[src/rtl/bmult10x10_pkg.sv]
// Shared types, constants and bit-heap placement helpers for the 10x10 radix-4 Booth multiplier.
package bmult10x10_pkg;

  localparam int unsigned OP_W    = 10;
  localparam int unsigned NUM_PP  = 5;
  localparam int unsigned PP_W    = 11;
  localparam int unsigned NUM_COL = 20;
  localparam int unsigned HEAP_W  = 66;

  localparam int unsigned COL_H [NUM_COL] = '{2, 1, 3, 2, 4, 3, 5, 4, 6, 5,
                                             6, 5, 4, 4, 3, 3, 2, 2, 1, 1};

  // Cancels the +2^(10+2i) each inverted PP sign bit contributes.
  localparam logic [NUM_COL-1:0] BOOTH_CONST = 20'hAAC00;

  typedef struct packed {
    logic neg;
    logic one;
    logic two;
  } booth_dig_t;

  // Flat-heap offset of the first bit of column k.
  function automatic int unsigned col_off(int unsigned k);
    int unsigned off = 0;
    for (int unsigned c = 0; c < k; c++) off += COL_H[c];
    return off;
  endfunction

  // Flat-heap index of PP_i bit j; lower-indexed PPs sit below it in the column.
  function automatic int unsigned pp_pos(int unsigned i, int unsigned j);
    int unsigned k    = 2 * i + j;
    int unsigned rank = 0;
    for (int unsigned p = 0; p < i; p++) begin
      if (k - 2 * p <= PP_W - 1) rank++;
    end
    return col_off(k) + rank;
  endfunction

  // neg_i goes above every PP bit of column 2i.
  function automatic int unsigned neg_pos(int unsigned i);
    int unsigned rank = 0;
    for (int unsigned p = 0; p < NUM_PP; p++) begin
      if ((p <= i) && (2 * i - 2 * p <= PP_W - 1)) rank++;
    end
    return col_off(2 * i) + rank;
  endfunction

  function automatic int unsigned const_pos(int unsigned k);
    return col_off(k) + COL_H[k] - 1;
  endfunction

endpackage

[src/rtl/bmult10x10_ppgen_enc.sv]
// Radix-4 Booth recoder: one overlapping multiplier triplet to a sign/magnitude digit.
module bmult_booth_enc
  import bmult10x10_pkg::*;
(
  input  logic [2:0]  bits_i,
  output booth_dig_t  dig_o
);

  always_comb begin
    dig_o = '0;
    case (bits_i)
      3'b001, 3'b010: dig_o.one = 1'b1;
      3'b011:         dig_o.two = 1'b1;
      3'b100:         begin dig_o.neg = 1'b1; dig_o.two = 1'b1; end
      3'b101, 3'b110: begin dig_o.neg = 1'b1; dig_o.one = 1'b1; end
      default:        dig_o = '0;  // 000 and 111 are zero with no negation bit
    endcase
  end

endmodule

[src/rtl/bmult10x10_ppgen.sv]
// Booth partial-product bit-heap generator, 2-stage elastic pipeline.
// Optional BMULT_PPGEN_REF_EN adds out_ref_prod, the reference product carried alongside each heap.
module bmult10x10_ppgen
  import bmult10x10_pkg::*;
#(
  parameter int unsigned CNT_W = 16
) (
  input  logic             clk,
  input  logic             rst,
  input  logic             in_valid,
  output logic             in_ready,
  input  logic [9:0]       in_a,
  input  logic [9:0]       in_b,
  output logic             out_valid,
  input  logic             out_ready,
  output logic [1:0]       out_col0,
  output logic [0:0]       out_col1,
  output logic [2:0]       out_col2,
  output logic [1:0]       out_col3,
  output logic [3:0]       out_col4,
  output logic [2:0]       out_col5,
  output logic [4:0]       out_col6,
  output logic [3:0]       out_col7,
  output logic [5:0]       out_col8,
  output logic [4:0]       out_col9,
  output logic [5:0]       out_col10,
  output logic [4:0]       out_col11,
  output logic [3:0]       out_col12,
  output logic [3:0]       out_col13,
  output logic [2:0]       out_col14,
  output logic [2:0]       out_col15,
  output logic [1:0]       out_col16,
  output logic [1:0]       out_col17,
  output logic [0:0]       out_col18,
  output logic [0:0]       out_col19,
  output logic [CNT_W-1:0] tx_cnt
`ifdef BMULT_PPGEN_REF_EN
  ,
  output logic [19:0]      out_ref_prod
`endif
);

  logic                     s1_valid_q, s1_valid_d, s2_valid_q, s2_valid_d;
  logic [OP_W-1:0]          a_q, a_d;
  booth_dig_t [NUM_PP-1:0]  dig_q, dig_d, dig_enc;
  logic [HEAP_W-1:0]        heap_q, heap_d, heap_calc;
  logic [CNT_W-1:0]         tx_cnt_q, tx_cnt_d;
  logic [OP_W:0]            b_ext;
  logic                     s2_load_en, s1_adv, in_fire, out_fire;

  assign s2_load_en = !s2_valid_q || out_ready;
  assign s1_adv     = s1_valid_q && s2_load_en;
  assign in_ready   = !rst && (!s1_valid_q || s2_load_en);
  assign in_fire    = in_valid && in_ready;
  assign out_fire   = s2_valid_q && out_ready;

  assign b_ext = {in_b, 1'b0};

  for (genvar gi = 0; gi < NUM_PP; gi++) begin : g_enc
    bmult_booth_enc u_enc (
      .bits_i (b_ext[2*gi +: 3]),
      .dig_o  (dig_enc[gi])
    );
  end

  for (genvar gi = 0; gi < NUM_PP; gi++) begin : g_pp
    logic [PP_W-1:0] a_ext, mag, pp;
    assign a_ext = {a_q[OP_W-1], a_q};
    assign mag   = dig_q[gi].one ? a_ext :
                   dig_q[gi].two ? {a_ext[PP_W-2:0], 1'b0} : '0;
    assign pp    = dig_q[gi].neg ? ~mag : mag;
    for (genvar gj = 0; gj < PP_W; gj++) begin : g_bit
      if (gj == PP_W - 1) begin : g_msb
        assign heap_calc[pp_pos(gi, gj)] = ~pp[gj];
      end else begin : g_lsb
        assign heap_calc[pp_pos(gi, gj)] = pp[gj];
      end
    end
    assign heap_calc[neg_pos(gi)] = dig_q[gi].neg;
  end

  for (genvar gk = 0; gk < NUM_COL; gk++) begin : g_const
    if (BOOTH_CONST[gk]) begin : g_one
      assign heap_calc[const_pos(gk)] = 1'b1;
    end
  end

`ifdef BMULT_PPGEN_REF_EN
  logic [19:0] prod1_q, prod1_d, prod2_q, prod2_d, prod_in;
  assign prod_in      = $signed({{10{in_a[9]}}, in_a}) * $signed({{10{in_b[9]}}, in_b});
  assign out_ref_prod = prod2_q;
`endif

  always_comb begin
    s1_valid_d = s1_valid_q;
    a_d        = a_q;
    dig_d      = dig_q;
    s2_valid_d = s2_valid_q;
    heap_d     = heap_q;
`ifdef BMULT_PPGEN_REF_EN
    prod1_d    = prod1_q;
    prod2_d    = prod2_q;
`endif
    if (s2_load_en) begin
      s2_valid_d = s1_valid_q;
      if (s1_valid_q) begin
        heap_d = heap_calc;
`ifdef BMULT_PPGEN_REF_EN
        prod2_d = prod1_q;
`endif
      end
    end
    if (in_fire) begin
      s1_valid_d = 1'b1;
      a_d        = in_a;
      dig_d      = dig_enc;
`ifdef BMULT_PPGEN_REF_EN
      prod1_d    = prod_in;
`endif
    end else if (s1_adv) begin
      s1_valid_d = 1'b0;
    end
    tx_cnt_d = tx_cnt_q + CNT_W'(out_fire);
  end

  always_ff @(posedge clk) begin
    if (rst) begin
      s1_valid_q <= 1'b0;
      s2_valid_q <= 1'b0;
      a_q        <= '0;
      dig_q      <= '0;
      heap_q     <= '0;
      tx_cnt_q   <= '0;
`ifdef BMULT_PPGEN_REF_EN
      prod1_q    <= '0;
      prod2_q    <= '0;
`endif
    end else begin
      s1_valid_q <= s1_valid_d;
      s2_valid_q <= s2_valid_d;
      a_q        <= a_d;
      dig_q      <= dig_d;
      heap_q     <= heap_d;
      tx_cnt_q   <= tx_cnt_d;
`ifdef BMULT_PPGEN_REF_EN
      prod1_q    <= prod1_d;
      prod2_q    <= prod2_d;
`endif
    end
  end

  assign out_valid = s2_valid_q;
  assign tx_cnt    = tx_cnt_q;

  assign out_col0  = heap_q[col_off(0)  +: 2];
  assign out_col1  = heap_q[col_off(1)  +: 1];
  assign out_col2  = heap_q[col_off(2)  +: 3];
  assign out_col3  = heap_q[col_off(3)  +: 2];
  assign out_col4  = heap_q[col_off(4)  +: 4];
  assign out_col5  = heap_q[col_off(5)  +: 3];
  assign out_col6  = heap_q[col_off(6)  +: 5];
  assign out_col7  = heap_q[col_off(7)  +: 4];
  assign out_col8  = heap_q[col_off(8)  +: 6];
  assign out_col9  = heap_q[col_off(9)  +: 5];
  assign out_col10 = heap_q[col_off(10) +: 6];
  assign out_col11 = heap_q[col_off(11) +: 5];
  assign out_col12 = heap_q[col_off(12) +: 4];
  assign out_col13 = heap_q[col_off(13) +: 4];
  assign out_col14 = heap_q[col_off(14) +: 3];
  assign out_col15 = heap_q[col_off(15) +: 3];
  assign out_col16 = heap_q[col_off(16) +: 2];
  assign out_col17 = heap_q[col_off(17) +: 2];
  assign out_col18 = heap_q[col_off(18) +: 1];
  assign out_col19 = heap_q[col_off(19) +: 1];

endmodule

[config.mk]
export PLATFORM = sky130hd
export DESIGN_NAME = bmult10x10_ppgen
export DESIGN_NICKNAME = d
export VERILOG_FILES = /design/src/rtl/bmult10x10_pkg.sv /design/src/rtl/bmult10x10_ppgen_enc.sv /design/src/rtl/bmult10x10_ppgen.sv
export SDC_FILE = /design/constraint.sdc
export NUM_CORES = 1
export LEC_CHECK = 0
export ABC_AREA = 1
export ABC_CLOCK_PERIOD_IN_PS = 1900
export CORE_MARGIN = 2
export CORE_UTILIZATION = 50
export DETAILED_ROUTE_END_ITERATION = 10
export PLACE_DENSITY = 0.83
export SYNTH_ARGS = -nofsm -noshare
export SYNTH_HDL_FRONTEND = slang
export SYNTH_SLANG_ARGS = --single-unit
[constraint.sdc]
create_clock -name clk -period 1.9 [get_ports clk]
set_input_delay 0.285 -clock clk [delete_from_list [all_inputs] [get_ports clk]]
set_output_delay 0.285 -clock clk [all_outputs]
set_load 0.01 [all_outputs]
-- Yosys cells after proc, flatten, opt, wreduce, memory -nomap -nowiden
Index checks and enable logic that the tools add are counted.
- ROM bits: 0
- bits in latches: 0
- memories kept: 0
- word-level logic and storage cells: 115
- register bits: 109
- memory bits (writable): 0
- output and inout port bits: 84
- divide/modulo/power cells: 0
- bitwise gates (word level): 10
- shifts and indexed selects: 0
- equal/unequal tests: 27
- mux-type cells: 32
- add/subtract/negate cells: 1
- reductions and logical operators: 25
- $lt $le $gt $ge: 0
- multipliers: 0
- operator list (operator ; count):
    $mux W11 ; 15
    $not A11 Y11 ; 5
    $eq A3 B3 Y1 const B ; 12
    $eq A3 B2 Y1 const B ; 8
    $mux W1 ; 17
    $add A16 B1 Y16 ; 1
    $reduce_or A4 Y1 ; 4
    $eq A3 B1 Y1 const B ; 4
    $reduce_or A2 Y1 ; 6
    $reduce_or A3 Y1 ; 4
    $not A1 Y1 ; 5
    $eq A2 B2 Y1 const B ; 2
    $logic_and A1 B1 Y1 ; 4
    $logic_not A1 Y1 ; 3
    $eq A2 B1 Y1 const B ; 1
    $logic_or A1 B1 Y1 ; 2
    $reduce_and A2 Y1 ; 1
    $reduce_bool A2 Y1 ; 1

-- Longest topological paths before layout
- depth in word-level cells: 6
- gate-level depth with buffers: 10

-- By module
Synthesis repeated with hierarchy kept, for this count alone.
- cell total of the unflattened synthesis: 937
- area total of the unflattened synthesis: 5631.7 µm²
- by module, submodules not included (module ; times used ; area each (µm²) ; cells each):
    bmult10x10_ppgen ; 1 ; 5444.0 ; 892
    bmult_booth_enc ; 5 ; 37.5 ; 9

-- Least setup slack after synthesis
OpenSTA, ideal clock, no wires.
- path type: reg2reg
- start point: reg s2_valid_q (netlist: out_valid)
- end point: reg tx_cnt_q[10] (netlist: tx_cnt[10])
- arrival: 1.570 ns
- slack: 0.202 ns
- stages on the path, launching flop included: 10
- required time: 1.772 ns
- setup time: 0.128 ns
- cells stage by stage: dfxtp_1 nand2_1 inv_1 ha_1 ha_1 nand3_1 nor2_1 nand2_1 xor2_1 nor2_1
- word-level cells in the longest chain between the ends: 2
- RTL lines (item ; RTL line ; source):
    start, declared ; bmult10x10_ppgen.sv:43 ; logic s1_valid_q, s1_valid_d, s2_valid_q, s2_valid_d;
    start signal, assigned ; bmult10x10_ppgen.sv:140 ; s2_valid_q <= s2_valid_d;
    $logic_and A1 B1 Y1 ; bmult10x10_ppgen.sv:55 ; assign out_fire = s2_valid_q && out_ready;
    $add A16 B1 Y16 ; bmult10x10_ppgen.sv:123 ; tx_cnt_d = tx_cnt_q + CNT_W'(out_fire);
    end signal, assigned ; bmult10x10_ppgen.sv:144 ; tx_cnt_q <= tx_cnt_d;
    end, declared ; bmult10x10_ppgen.sv:47 ; logic [CNT_W-1:0] tx_cnt_q, tx_cnt_d;
No other way between the ends.
A chain may end at the register's enable or synchronous reset.

-- Final worst setup path
- start point: reg heap_q[63]
- end point: out out_col17[1]
- RTL lines (item ; RTL line ; source):
    start, declared ; bmult10x10_ppgen.sv:46 ; logic [HEAP_W-1:0] heap_q, heap_d, heap_calc;
    start signal, assigned ; bmult10x10_ppgen.sv:143 ; heap_q <= heap_d;
    end, declared ; bmult10x10_ppgen.sv:33 ; output logic [1:0] out_col17,
No word-level cell between the ends.

==> run_results.csv <==
group,metric,value,unit
place,hpwl,10500,um
detailed_routing,drt_pass1_iterations,5,
worst_hold_path,hold_class,"primary input to flip-flop",
cts,postCtsSetupRepairBufs,0,
floorplanning,pin_count,108,
cts,htree_levels,3,
critical_path,r2r_slack,0.32,ns
critical_path,cp.depth,1,
pwr,leakage,2.84,nW
critical_path,crit_buf_inv,1,
run_status,status,"completed",
synthesis,ys.flop_type,"dfxtp_1",
synthesis,syn_nets,941,
detailed_routing,drt_iter0_markers,383,
pwr,power_density,638,mW/mm^2
place,dpl-instance-area,0.00679,sq mm
floorplanning,dieHeight,109,um
sta,fmax,0.586,GHz
sta,period_share,89.8,%
detailed_routing,wl,14800,um
cells_and_area,diodes,0,
sta,hold_ws,0.381,ns
critical_path,cpPeakStageDelay,0.59,ns
detailed_routing,wl_per_cell,12.8,um
sta,finalSetupViolations,0,
critical_path,cp_data_arrival_time,1.42,ns
pwr,ir_drop,0.389,mV
floorplanning,rows,38,
sta,final_hold_viol_count,0,
synthesis,synth_area_leaders,"dfxtp_1, nand2_1, nor2_1",
synthesis,syn-cell-area,0.00554,sq mm
detailed_routing,via_per_inst,4.92,
cts,cts_tree,"yes",
cts,ctsHoldBuffers,0,
cts,ctsResizeCount,0,
synthesis,ys_async_sr_fraction,0,%
synthesis,synth.most_common_cell,"nand2_1",
critical_path,cp_max_fo,7,
cells_and_area,n_fill_cell,992,
cells_and_area,synthToLayoutAreaGrowth,26.3,%
sta,rsz0062_at_grt,"false",
cts,numCtsBuffers,9,
grt,grt_pass1_wl,23600,um
sta,worst_pin_slew,0.823,ns
critical_path,cp-startpoint,"heap_q[63]",
sta,slew_viol_final,0,
synthesis,yosysTopAreaCell,"dfxtp_1",
critical_path,startpoint_type,"flip-flop",
detailed_routing,drc,0,
cts,clockBufferDepth,2,
critical_path,reg2reg_depth,8,
detailed_routing,vias,5671,
grt,overflow,0,
floorplanning,die_width,109,um
grt,grt_usage,25.2,%
place,port_buffers,107,
grt,grt_pass1_vias,4879,
synthesis,ys_ff_latch,104,
critical_path,cp_cell_sequence,"clkdlybuf4s50_1",
floorplanning,start_util,51.1,%
place,gp_congestion,0.934,
synthesis,synth_cells,906,
critical_path,crit_end,"out_col17[1]",
cells_and_area,final_cells,1152,
synthesis,syn_avg_cell_area,6.12,sq um
cells_and_area,fin_area,0.00700,sq mm
place,dp.cells,1136,
sta,relSlewSlack,45.1,%
floorplanning,die_area,0.0119,sq mm
synthesis,yosys_warnings,0,
synthesis,yosys.area.top_type_share,37.6,%
critical_path,regToRegEndpoint,"tx_cnt[15]",
grt,grt_max_degree,77,
critical_path,critPathKind,"flip-flop to primary output",
synthesis,ys_types,27,
cells_and_area,nets,1042,
critical_path,crit_family,"buffers and inverters",
synthesis,ys_seq_area_share,37.6,%
critical_path,cp.required,1.62,ns
cts,insertion_delay,0.37,ns
grt,antenna_found_initial,0,
detailed_routing,postRouteAntennaNets,0,
cts,clkSinkCount,104,
synthesis,synth_edf_count,0,
cells_and_area,drive_gt1_share,5.83,%
sta,finClkSkew,0.00988,ns
cts,cts_root_buffer,"clkbuf_8",
pwr,p_total,4.47,mW
synthesis,synth_commonest_cells,"nand2_1, nor2_1, dfxtp_1",
job,drv_cap,0,
floorplanning,core_area,0.0108,sq mm
cts,clk_pin_slew,0.10,ns
critical_path,r2r_start,"out_valid",
critical_path,slowest_stage,"clkdlybuf4s50_1",
critical_path,endpoint_kind,"primary output",
sta,post-route-min-period,1.71,ns
## metal layers
layer	share of wire, %	vias up	global-route usage [%]
li1	-	2948	-
met2	45	220	40.3
met3	7.9	20	5.20
met4	1.9	0	8.59
met1	45	2483	33.7
met5	0	-	0
## cell families (layout without fill, tap and decap cells)
family                     Yosys count  after routing  synth area share (%)
xor gates and xnor gates             5              5                 0.791
adders and majority gates           11             11                  2.48
DFF                                104            104                  37.6
buffers and inverters              149            255                  11.4
and+or+nand+nor                    511            511                  35.6
AOI/OAI and AO/OA                  126            126                  12.1
## layout make-up
type | instances | area, sq um | area share (%)
Clock buffer | 12 | 155 | 2.22
Clock inverter | 4 | 52.6 | 0.751
Inverter | 100 | 375 | 5.36
Multi-Input combinational cell | 653 | 2830 | 40.4
Sequential cell | 104 | 2080 | 29.7
Tap cell | 140 | 175 | 2.50
Timing Repair Buffer | 139 | 1330 | 19.1
## worst min path at each step
stage	start	endpoint	slack [ns]	cells past startpoint
finish	rst	s1_valid_q	0.38	4
global route	rst	s1_valid_q	0.38	4
CTS	rst	s1_valid_q	0.37	4
detailed placement	dig_q[2]	dig_q[2]	0.46	2
global placement	dig_q[2]	dig_q[2]	0.45	2
floorplan	in_a[0]	a_q[0]	0.40	2
## where the power goes
group          switching (mW)  leakage [nW]  internal [mW]
clock network           0.782        0.0948          0.683
registers              0.0746         0.845           2.25
logic                   0.396          1.90          0.279
total                    1.25          2.84           3.22
## per-stage QoR
| stage | setup slack [ns] | utilization, % | setup TNS (ns) |
|---|---|---|---|
| global placement | -0.0291 | 62.6 | -0.0485 |
| global route | 0.104 | 64.6 | 0 |
| finish | 0.194 | 64.6 | 0 |
| floorplan | 0.202 | - | 0 |
| detailed placement | -0.0892 | 62.6 | -0.273 |
| CTS | 0.0189 | 64.5 | 0 |
## placed cells by master, fill, tap and decap left out, types with 3 or more instances in the layout
master,n
o211ai_1,5
buf_4,30
clkinv_1,5
o21ai_1,8
inv_1,93
nor2_1,180
clkinvlp_4,3
a21oi_1,83
ha_1,11
xor2_1,3
o21a_1,5
clkbuf_8,11
nand2_1,304
nand3_1,17
clkdlybuf4s50_1,105
dfxtp_1,104
o21ai_0,23
nor2_2,5
## sequential cells by signal, indices dropped and copies added, names as in the netlist
name and cells:
a_q 10, dig_q 15, heap_q 61, out_valid 1, s1_valid_q 1, tx_cnt 16
Power figures use the tool's default switching activity.
